**src/rtl/alu_ctrl_queue_pkg.sv**
```systemverilog
// Shared constants and types for the ALU-control queue stage.
// Holds the TSC opcode/funct encodings, ALU function codes, branch types
// and the packed payload stored per FIFO entry.
package alu_ctrl_queue_pkg;

  // Width of the decoded function code before zero-extension to FUNC_W.
  localparam int unsigned FUNC_BASE_W = 4;

  // Instruction opcodes, instruction[15:12].
  localparam logic [3:0] OP_BNE   = 4'd0;
  localparam logic [3:0] OP_BEQ   = 4'd1;
  localparam logic [3:0] OP_BGZ   = 4'd2;
  localparam logic [3:0] OP_BLZ   = 4'd3;
  localparam logic [3:0] OP_ADI   = 4'd4;
  localparam logic [3:0] OP_ORI   = 4'd5;
  localparam logic [3:0] OP_LHI   = 4'd6;
  localparam logic [3:0] OP_LWD   = 4'd7;
  localparam logic [3:0] OP_SWD   = 4'd8;
  localparam logic [3:0] OP_JMP   = 4'd9;
  localparam logic [3:0] OP_JAL   = 4'd10;
  localparam logic [3:0] OP_RTYPE = 4'd15;

  // R-type funct field, instruction[5:0].
  localparam logic [5:0] FN_ADD = 6'd0;
  localparam logic [5:0] FN_SUB = 6'd1;
  localparam logic [5:0] FN_AND = 6'd2;
  localparam logic [5:0] FN_ORR = 6'd3;
  localparam logic [5:0] FN_NOT = 6'd4;
  localparam logic [5:0] FN_TCP = 6'd5;
  localparam logic [5:0] FN_SHL = 6'd6;
  localparam logic [5:0] FN_SHR = 6'd7;
  localparam logic [5:0] FN_JPR = 6'd25;
  localparam logic [5:0] FN_JRL = 6'd26;
  localparam logic [5:0] FN_WWD = 6'd28;
  localparam logic [5:0] FN_HLT = 6'd29;

  // ALU function codes presented to EX.
  localparam logic [FUNC_BASE_W-1:0] FUNC_ADD = 4'd0;
  localparam logic [FUNC_BASE_W-1:0] FUNC_SUB = 4'd1;
  localparam logic [FUNC_BASE_W-1:0] FUNC_AND = 4'd2;
  localparam logic [FUNC_BASE_W-1:0] FUNC_ORR = 4'd3;
  localparam logic [FUNC_BASE_W-1:0] FUNC_NOT = 4'd4;
  localparam logic [FUNC_BASE_W-1:0] FUNC_TCP = 4'd5;
  localparam logic [FUNC_BASE_W-1:0] FUNC_SHL = 4'd6;
  localparam logic [FUNC_BASE_W-1:0] FUNC_SHR = 4'd7;
  localparam logic [FUNC_BASE_W-1:0] FUNC_PSB = 4'd8;  // pass operand B (LHI/JAL/JPR/JRL)
  localparam logic [FUNC_BASE_W-1:0] FUNC_WWD = 4'd10;

  // Branch condition, equal to opcode[1:0] for branch opcodes.
  typedef enum logic [1:0] {
    BR_BNE = 2'd0,
    BR_BEQ = 2'd1,
    BR_BGZ = 2'd2,
    BR_BLZ = 2'd3
  } br_type_e;

  // Decoded payload held in each FIFO slot.
  typedef struct packed {
    logic [FUNC_BASE_W-1:0] func_code;
    br_type_e               branch_type;
    logic                   is_branch;
    logic                   illegal;
    logic                   is_hlt;
  } entry_t;

endpackage

```
**src/rtl/alu_ctrl_decode.sv**
```systemverilog
// Combinational ALU-control decoder.
// Ports: opcode_i/funct_i/alu_op_i in; func_code_c, branch_type_c,
// is_branch_c, illegal_c, is_hlt_c out (combinational).
module alu_ctrl_decode
  import alu_ctrl_queue_pkg::*;
(
  input  logic [3:0]             opcode_i,
  input  logic [5:0]             funct_i,
  input  logic                   alu_op_i,
  output logic [FUNC_BASE_W-1:0] func_code_c,
  output br_type_e               branch_type_c,
  output logic                   is_branch_c,
  output logic                   illegal_c,
  output logic                   is_hlt_c
);

  // Branch fields depend only on the opcode, never on alu_op.
  always_comb begin
    branch_type_c = br_type_e'(opcode_i[1:0]);
    is_branch_c   = (opcode_i < 4'd4);
  end

  // Function code; with alu_op low the ALU just increments the PC.
  always_comb begin
    func_code_c = FUNC_ADD;
    illegal_c   = 1'b0;
    is_hlt_c    = 1'b0;
    if (alu_op_i) begin
      case (opcode_i)
        OP_RTYPE: begin
          case (funct_i)
            FN_ADD:         func_code_c = FUNC_ADD;
            FN_SUB:         func_code_c = FUNC_SUB;
            FN_AND:         func_code_c = FUNC_AND;
            FN_ORR:         func_code_c = FUNC_ORR;
            FN_NOT:         func_code_c = FUNC_NOT;
            FN_TCP:         func_code_c = FUNC_TCP;
            FN_SHL:         func_code_c = FUNC_SHL;
            FN_SHR:         func_code_c = FUNC_SHR;
            FN_JPR, FN_JRL: func_code_c = FUNC_PSB;
            FN_WWD:         func_code_c = FUNC_WWD;
            FN_HLT:         is_hlt_c    = 1'b1;
            default:        illegal_c   = 1'b1;
          endcase
        end
        OP_ADI, OP_LWD, OP_SWD:         func_code_c = FUNC_ADD;
        OP_ORI:                         func_code_c = FUNC_ORR;
        OP_LHI, OP_JAL:                 func_code_c = FUNC_PSB;
        OP_BNE, OP_BEQ, OP_BGZ, OP_BLZ,
        OP_JMP:                         func_code_c = FUNC_ADD;
        default:                        illegal_c   = 1'b1;  // opcodes 11..14
      endcase
    end
  end

endmodule

```
**src/rtl/alu_ctrl_queue.sv**
```systemverilog
// ALU-control stage between ID and EX: decodes on enqueue and buffers the
// decoded result in a DEPTH-entry FIFO with valid/ready on both sides.
// Ports: clk, reset_n; upstream in_valid/in_ready/in_opcode/in_funct/
// in_alu_op/in_tag; flush; downstream out_valid/out_ready/out_func_code/
// out_branch_type/out_is_branch/out_illegal/out_tag; status count, halted.
module alu_ctrl_queue
  import alu_ctrl_queue_pkg::*;
#(
  parameter int unsigned DEPTH  = 2,
  parameter int unsigned FUNC_W = 4,
  parameter int unsigned TAG_W  = 16
) (
  input  logic                         clk,
  input  logic                         reset_n,
  input  logic                         in_valid,
  output logic                         in_ready,
  input  logic [3:0]                   in_opcode,
  input  logic [5:0]                   in_funct,
  input  logic                         in_alu_op,
  input  logic [TAG_W-1:0]             in_tag,
  input  logic                         flush,
  output logic                         out_valid,
  input  logic                         out_ready,
  output logic [FUNC_W-1:0]            out_func_code,
  output logic [1:0]                   out_branch_type,
  output logic                         out_is_branch,
  output logic                         out_illegal,
  output logic [TAG_W-1:0]             out_tag,
  output logic [$clog2(DEPTH+1)-1:0]   count,
  output logic                         halted
);

  localparam int unsigned PTR_W = $clog2(DEPTH);
  localparam int unsigned CNT_W = $clog2(DEPTH + 1);

  // Decoder for the incoming instruction.
  entry_t dec_entry;

  alu_ctrl_decode u_decode (
    .opcode_i      (in_opcode),
    .funct_i       (in_funct),
    .alu_op_i      (in_alu_op),
    .func_code_c   (dec_entry.func_code),
    .branch_type_c (dec_entry.branch_type),
    .is_branch_c   (dec_entry.is_branch),
    .illegal_c     (dec_entry.illegal),
    .is_hlt_c      (dec_entry.is_hlt)
  );

  entry_t             mem_q [DEPTH];
  logic [TAG_W-1:0]   tag_q [DEPTH];
  logic [PTR_W-1:0]   wr_ptr_q, wr_ptr_d;
  logic [PTR_W-1:0]   rd_ptr_q, rd_ptr_d;
  logic [CNT_W-1:0]   count_q, count_d;
  logic               halt_pending_q, halt_pending_d;
  logic               halted_q, halted_d;
  logic               in_ready_q, in_ready_d;
  logic               out_valid_q, out_valid_d;
  logic               push_c, pop_c, we_c;
  entry_t             head_c;

  assign push_c = in_valid && in_ready_q;
  assign pop_c  = out_valid_q && out_ready;
  assign we_c   = push_c && !flush;
  assign head_c = mem_q[rd_ptr_q];

  // Next-state for pointers, occupancy and halt tracking; flush wins.
  always_comb begin
    wr_ptr_d       = wr_ptr_q;
    rd_ptr_d       = rd_ptr_q;
    count_d        = count_q;
    halt_pending_d = halt_pending_q;
    halted_d       = halted_q;
    if (flush) begin
      wr_ptr_d       = '0;
      rd_ptr_d       = '0;
      count_d        = '0;
      halt_pending_d = 1'b0;
    end else begin
      if (push_c) begin
        wr_ptr_d = wr_ptr_q + PTR_W'(1);
        if (dec_entry.is_hlt) begin
          halt_pending_d = 1'b1;
        end
      end
      if (pop_c) begin
        rd_ptr_d = rd_ptr_q + PTR_W'(1);
        if (head_c.is_hlt) begin
          halted_d       = 1'b1;
          halt_pending_d = 1'b0;
        end
      end
      case ({push_c, pop_c})
        2'b10:   count_d = count_q + CNT_W'(1);
        2'b01:   count_d = count_q - CNT_W'(1);
        default: count_d = count_q;
      endcase
    end
    // Handshake flags are registered from next-state so neither side sees
    // a combinational path from the other.
    in_ready_d  = (count_d != CNT_W'(DEPTH)) && !halt_pending_d && !halted_d;
    out_valid_d = (count_d != '0);
  end

  // Control registers.
  always_ff @(posedge clk or negedge reset_n) begin
    if (!reset_n) begin
      wr_ptr_q       <= '0;
      rd_ptr_q       <= '0;
      count_q        <= '0;
      halt_pending_q <= 1'b0;
      halted_q       <= 1'b0;
      in_ready_q     <= 1'b1;
      out_valid_q    <= 1'b0;
    end else begin
      wr_ptr_q       <= wr_ptr_d;
      rd_ptr_q       <= rd_ptr_d;
      count_q        <= count_d;
      halt_pending_q <= halt_pending_d;
      halted_q       <= halted_d;
      in_ready_q     <= in_ready_d;
      out_valid_q    <= out_valid_d;
    end
  end

  // FIFO storage; written only on an accepted, non-flushed enqueue.
  always_ff @(posedge clk or negedge reset_n) begin
    if (!reset_n) begin
      for (int unsigned i = 0; i < DEPTH; i++) begin
        mem_q[i] <= '0;
        tag_q[i] <= '0;
      end
    end else if (we_c) begin
      mem_q[wr_ptr_q] <= dec_entry;
      tag_q[wr_ptr_q] <= in_tag;
    end
  end

  // Head entry, forced to zero while the queue is empty.
  always_comb begin
    out_func_code   = '0;
    out_branch_type = '0;
    out_is_branch   = 1'b0;
    out_illegal     = 1'b0;
    out_tag         = '0;
    if (out_valid_q) begin
      out_func_code   = FUNC_W'(head_c.func_code);
      out_branch_type = head_c.branch_type;
      out_is_branch   = head_c.is_branch;
      out_illegal     = head_c.illegal;
      out_tag         = tag_q[rd_ptr_q];
    end
  end

  assign in_ready  = in_ready_q;
  assign out_valid = out_valid_q;
  assign count     = count_q;
  assign halted    = halted_q;

endmodule

```
**config.mk**
```make
export PLATFORM = sky130hd
export DESIGN_NAME = alu_ctrl_queue
export DESIGN_NICKNAME = d
export VERILOG_FILES = /design/src/rtl/alu_ctrl_queue_pkg.sv /design/src/rtl/alu_ctrl_decode.sv /design/src/rtl/alu_ctrl_queue.sv
export SDC_FILE = /design/constraint.sdc
export NUM_CORES = 1
export LEC_CHECK = 0
export ABC_AREA = 1
export BUFFER_PORTS_ARGS = -buffer_cell sky130_fd_sc_hd__buf_2
export CAP_MARGIN = 10
export CORE_ASPECT_RATIO = 1.75
export CORE_MARGIN = 3
export CORE_UTILIZATION = 57
export CTS_BUF_LIST = sky130_fd_sc_hd__clkbuf_2
export DETAILED_ROUTE_END_ITERATION = 7
export GPL_TIMING_DRIVEN = 0
export PLACE_DENSITY = 0.85
export SYNTH_ARGS = -nofsm -noshare
export SYNTH_HDL_FRONTEND = slang
export SYNTH_SLANG_ARGS = --single-unit
```
**constraint.sdc**
```tcl
create_clock -name clk -period 1.8 [get_ports clk]
set_input_delay 0.09 -clock clk [delete_from_list [all_inputs] [get_ports clk]]
set_output_delay 0.09 -clock clk [all_outputs]
set_load 0.02 [all_outputs]
```
# --- Yosys cells after proc, flatten, opt, wreduce, memory -nomap -nowiden ---
# Index checks and enable logic that the tools add are counted.
word_totals:
  out_inout_bits: 29
  wordCells: 112
  in_bits: 32
  reg_bits: 58
op_classes:
  eq_ne: 25
  bitwise: 2
  n_reduce_logical: 18
  n_lt_le_gt_ge: 4
  add_sub_neg: 4
  n_mux: 40
op_table:
  columns: ["operator", "count"]
  rows:
  - ["$mux W16", 5]
  - ["$mux W9", 4]
  - ["$pmux W4 S9", 1]
  - ["$bwmux W32", 1]
  - ["$eq A6 B3 Y1 const B", 4]
  - ["$eq A6 B5 Y1 const B", 4]
  - ["$mux W1", 19]
  - ["$bwmux W18", 1]
  - ["$demux W16 S1", 1]
  - ["$eq A4 B3 Y1 const B", 4]
  - ["$eq A4 B4 Y1 const B", 4]
  - ["$eq A6 B2 Y1 const B", 2]
  - ["$pmux W4 S3", 1]
  - ["$reduce_or A12 Y1", 1]
  - ["$reduce_or A11 Y1", 1]
  - ["$demux W9 S1", 1]
  - ["$eq A4 B2 Y1 const B", 2]
  - ["$mux W4", 2]
  - ["$eq A6 B1 Y1 const B", 1]
  - ["$logic_and A1 B1 Y1", 6]
  - ["$logic_not A6 Y1", 1]
  - ["$reduce_bool A2 Y1", 3]
  - ["$eq A4 B1 Y1 const B", 1]
  - ["$ge A2 B2 Y1 const B", 2]
  - ["other kinds (15)", 21]

# --- Longest topological paths before layout ---
logic_depth:
  word_depth: 12
  ltp_mapped: 10
  mapped_depth_nobuf: 10

# --- Cells and area by module ---
# A second synthesis with hierarchy kept.
unflattened:
  cells_unflattened: 367
  area_unflattened_um2: 2840.2
modules_own_cells:
  columns: ["mod", "cells_each", "instances", "area_per_inst_um2", "seq_area_each_um2"]
  rows:
  - ["alu_ctrl_queue", 316, 1, 2601.2, 1452.6]
  - ["alu_ctrl_decode", 51, 1, 239.0, 0.0]

# --- Worst setup path before layout ---
# Ideal clock, no wire load.
synth_path:
  kind: "reg-to-reg"
  start: "register in_ready_q, in the netlist in_ready"
  end: "register in_ready_q, in the netlist in_ready"
  stages_incl_launch_ff: 9
  required_ns: 1.721
  setup_ns: 0.079
  setup_slack_ns: 0.231
  t_arrival_ns: 1.490
  period_less_slack_ns: 1.569
  path_buffers: 0
  cell_sequence: "dfstp_2 nand2_4 ha_1 inv_1 nand3_1 nand2_1 nand3_1 o21ai_0 nor2_1"
synth_via:
  elab_chain_cells: 8
  elab_cells_between_ends: 13
  classes_between: "eq/ne (3); mux (6); reduce/logical (4)"
synth_rtl:
  columns: ["element", "line", "source"]
  rows:
  - ["start: declaration", "alu_ctrl_queue.sv:57", "logic in_ready_q, in_ready_d;"]
  - ["start signal: assignment", "alu_ctrl_queue.sv:121", "in_ready_q <= in_ready_d;"]
  - ["$logic_and A1 B1 Y1 *", "alu_ctrl_queue.sv:62", "assign push_c = in_valid && in_ready_q;"]
  - ["branches (longest 5 deep; another with $eq A2 B1 Y1)", null, null]
  - ["$logic_and A1 B1 Y1 * (2 in a row)", "alu_ctrl_queue.sv:101", "in_ready_d = (count_d != CNT_W'(DEPTH)) && !halt_pending_d && !halted_d;"]
  - ["via in_ready_d", "alu_ctrl_queue.sv:57", null]
# Mark *: on every way through the listed nets, which the timed path passes.
# A chain may end at the register's enable or synchronous reset.

# --- Worst setup path after layout ---
layout_path:
  start: "register rd_ptr_q"
  end: "output port out_tag[10]"
layout_via:
  elab_chain_cells: 5
layout_rtl:
  columns: ["element", "line", "source"]
  rows:
  - ["start: declaration", "alu_ctrl_queue.sv:53", "logic [PTR_W-1:0] rd_ptr_q, rd_ptr_d;"]
  - ["start signal: assignment", "alu_ctrl_queue.sv:117", "rd_ptr_q <= rd_ptr_d;"]
  - ["$not A1 Y2 (implied by the code)", "alu_ctrl_queue.sv:151", "out_tag = tag_q[rd_ptr_q];"]
  - ["$mux W16 (implied by the code) (3 in a row)", "alu_ctrl_queue.sv:151", null]
  - ["$mux W16", "alu_ctrl_queue.sv:146", "if (out_valid_q) begin"]
  - ["end: declaration", "alu_ctrl_queue.sv:28", "output logic [TAG_W-1:0] out_tag,"]
# Every way passes these cells. The select of a mux whose other input is x is not followed.

==> summary.md <==
| Metric | Value |
|---|---|
| Final hold violation count | `0` |
| Outcome | `complete, no violations` |
| Worst Min Path Start | `in_funct[0]` |
| Lkg Pwr | `2.067 nW` |
| Vias in the first global route | `2907` |
| Fmax | `566.2 MHz` |
| Antenna cells | `0` |
| Synth warn | `0` |
| IO Count | `61` |
| Mapped cell area | `2933 um2` |
| Hold Path Stages | `5` |
| Min-Delay Path Class | `in -> reg` |
| Post-synthesis register bit count | `58` |
| Global-route wire length before repair | `12580 um` |
| Levels on crit path | `5` |
| Most frequent cells in the layout | `nand2_1, buf_2, dfrtp_1` |
| Root buf cell | `clkbuf_2` |
| GRT Total Usage | `27.71%` |
| Initial antenna violation count | `0` |
| Post-synth net total | `390` |
| Max-slew violation count | `0` |
| Final setup violating endpoints | `0` |
| Final #Nets | `491` |
| Tightest Pin Transition | `0.5500 ns` |
| Slew HR | `63.33%` |
| Hold WS | `0.02444 ns` |
| DRT Wirelength | `7554 um` |
| Routability congestion estimate | `0.8634` |
| Gate Count Post-Synth | `357` |
| CTS max path bufs | `2` |
| Core ar. | `4831 um2` |
| P per Cell Area | `1335 nW/um2` |
| Final HPWL DP | `5162 um` |
| Critical Path Sink Type | `output pin` |
| Initial DRC count | `156` |
| Drt drc | `0` |
| Worst Setup SP | `rd_ptr_q` |
| CTS tree | `built` |
| Rows | `33` |
| Tmin final | `1.766 ns` |
| Width of the die | `60.23 um` |
| Max VDD drop | `0.0009839 V` |
| Clock latency on the worst-skew pair | `0.50 ns` |
| CP Launch Type | `flop` |
| Required @ worst endpoint | `1.71 ns` |
| Critical-path top delay cell | `dfrtp_1` |
| Critical-path maximum fanout | `10` |
| I/O Buffers | `60` |
| DR vias | `2801` |
| Clock transition at path regs | `0.14 ns` |
| Full die area | `6076 um2` |
| Final Instance Area | `3749 um2` |
| Sequential share of the synthesized area | `49.53%` |
| Worst-path cell chain | `buf_4 -> clkbuf_8 -> o21ai_0 -> nor2_1 -> buf_2` |
| Reg-to-Reg End | `in_ready` |
| Share of cells above drive strength 1 | `27.98%` |
| CTS Buf Count | `9` |
| H-tree depth reported by CTS | `3` |
| Endpoint, Worst Hold | `mem_q[14]` |
| Unrepaired setup endpoints after global routing | `yes` |
| Worst path top cell family by delay | `buffers and inverters` |
| Worst Setup Path Type | `reg -> out` |
| CP peak stage delay | `0.41 ns` |
| WL per Instance | `14.73 um` |
| Grt total ovfl | `0` |
| CP Data Arrival Time | `1.68 ns` |
| Clock sinks | `58` |
| Area grow syn2layout | `27.82%` |
| Reg2Reg Launch Point | `in_ready` |
| Final core occ | `77.60%` |
| Final period utilization | `98.11%` |
| Die Y | `100.9 um` |
| Reg2Reg Setup Slack | `0.19 ns` |
| Unique masters post-synth | `24` |
| Most common cell after layout, fill and taps aside | `nand2_1` |
| Avg Inst Size Synth | `8.215 um2` |
| ANT nets after route | `0` |
| Pin count of the biggest net entering global routing | `37` |
| Worst Skew | `0.01425 ns` |
| Via density | `5.460` |
| Worst reg2reg path depth | `8` |
| Max-Cap Viols | `0` |
| Drt pass-1 iters | `5` |
| CP Buf/Inv Count | `3` |
| Starting Density | `60.71%` |
| Cell Area, Placed | `3318 um2` |
## routing by layer
layer / global-route usage, % / routed length [um] / up-vias
met2: 48.75 / 4140 / 98
li1: - / - / 1340
met5: 0 / 0 / -
met3: 2.564 / 352 / 24
met1: 30.18 / 2794 / 1339
met4: 18.09 / 266 / 0
## sequential cells by signal (all words and copies together) (netlist names)
register	cells
tag_q	32
rd_ptr_q	1
in_ready	1
halted	1
out_valid	1
count	2
mem_q	18
halt_pending_q	1
wr_ptr_q	1
## worst reg2reg max path, delay by kind of cell (launching register included)
family	cells	cell delay, ns
DFF	1	0.58
and+or+nand+nor	5	0.41
adders and majority gates	1	0.33
AOI/OAI and AO/OA	1	0.16
buffers and inverters	1	0.10
## cells in the mapped netlist
| master | instances | area, um2 |
|---|---|---|
| a21oi_1 | 6 | 30.03 |
| and2_1 | 1 | 6.260 |
| buf_2 | 3 | 15.01 |
| buf_6 | 8 | 90.09 |
| clkbuf_1 | 4 | 15.01 |
| dfrtp_1 | 57 | 1426 |
| dfstp_2 | 1 | 26.28 |
| ha_1 | 1 | 12.51 |
| inv_1 | 39 | 146.4 |
| inv_2 | 1 | 3.750 |
| inv_4 | 2 | 12.51 |
| nand2_1 | 83 | 311.6 |
| nand2_4 | 1 | 11.26 |
| nand3_1 | 15 | 75.07 |
| nand4_1 | 3 | 18.77 |
| nor2_1 | 55 | 206.5 |
| nor2_2 | 1 | 6.260 |
| nor2_8 | 1 | 20.02 |
| nor3_1 | 1 | 5.000 |
| nor3_4 | 1 | 16.27 |
| o21ai_0 | 31 | 155.2 |
| o21ai_1 | 12 | 60.06 |
| o21ai_2 | 29 | 254.0 |
| xor2_1 | 1 | 8.760 |
## kinds of logic after synthesis
family / after synthesis / synth area share, %
AOI/OAI and AO/OA: 78 / 17.02
xor gates and xnor gates: 1 / 0.2987
buffers and inverters: 57 / 9.641
and+or+nand+nor: 162 / 23.08
DFF: 58 / 49.53
adders and majority gates: 1 / 0.4266
## area by class of cell
| class | instances | area (um2) |
|---|---|---|
| buffer | 15 | 161.4 |
| clock buffer | 9 | 45.04 |
| clock inverter | 5 | 47.55 |
| fill | 351 | 1082 |
| inverter | 42 | 165.2 |
| multi-input combinational | 242 | 1197 |
| sequential | 58 | 1454 |
| tap | 52 | 65.06 |
| timing repair buffer | 90 | 613.1 |
## power by group
| group | total (W) | switching, W | internal [W] |
|---|---|---|---|
| logic | 0.00213 | 0.00130 | 0.000829 |
| registers | 0.00213 | 0.000300 | 0.00183 |
| clock network | 0.000749 | 0.000456 | 0.000293 |
## how the worst max path moves through the flow
stage | to | slack, ns
global placement | in_ready | 0.16
global route | out_branch_type[0] | -0.008
floorplan | in_ready | 0.23
detailed placement | in_ready | 0.12
CTS | out_tag[12] | 0.003
finish | out_tag[10] | 0.03
## what timing repair did
action                                 in CTS  in global routing
buffers inserted                            0                  2
gates cloned                                0                  0
setup endpoints to repair                  22                 21
endpoints found under the hold margin     109                  0
hold buffers                               27                  0
pin swaps                                   0                  1
resized for setup                          12                 20
## through the flow
step           power [W]  std cells    TNS, ns  setup WS [ns]
6_report        0.005006        513          0        0.03396
5_1_grt         0.005347        513  -0.007625      -0.007625
4_1_cts         0.004894        511          0       0.002542
3_5_place_dp    0.004087        470          0         0.1205
3_3_place_gp    0.003987        469          0         0.1586
2_1_floorplan   0.003467        357          0         0.2311
Power figures use the tool's default switching activity.
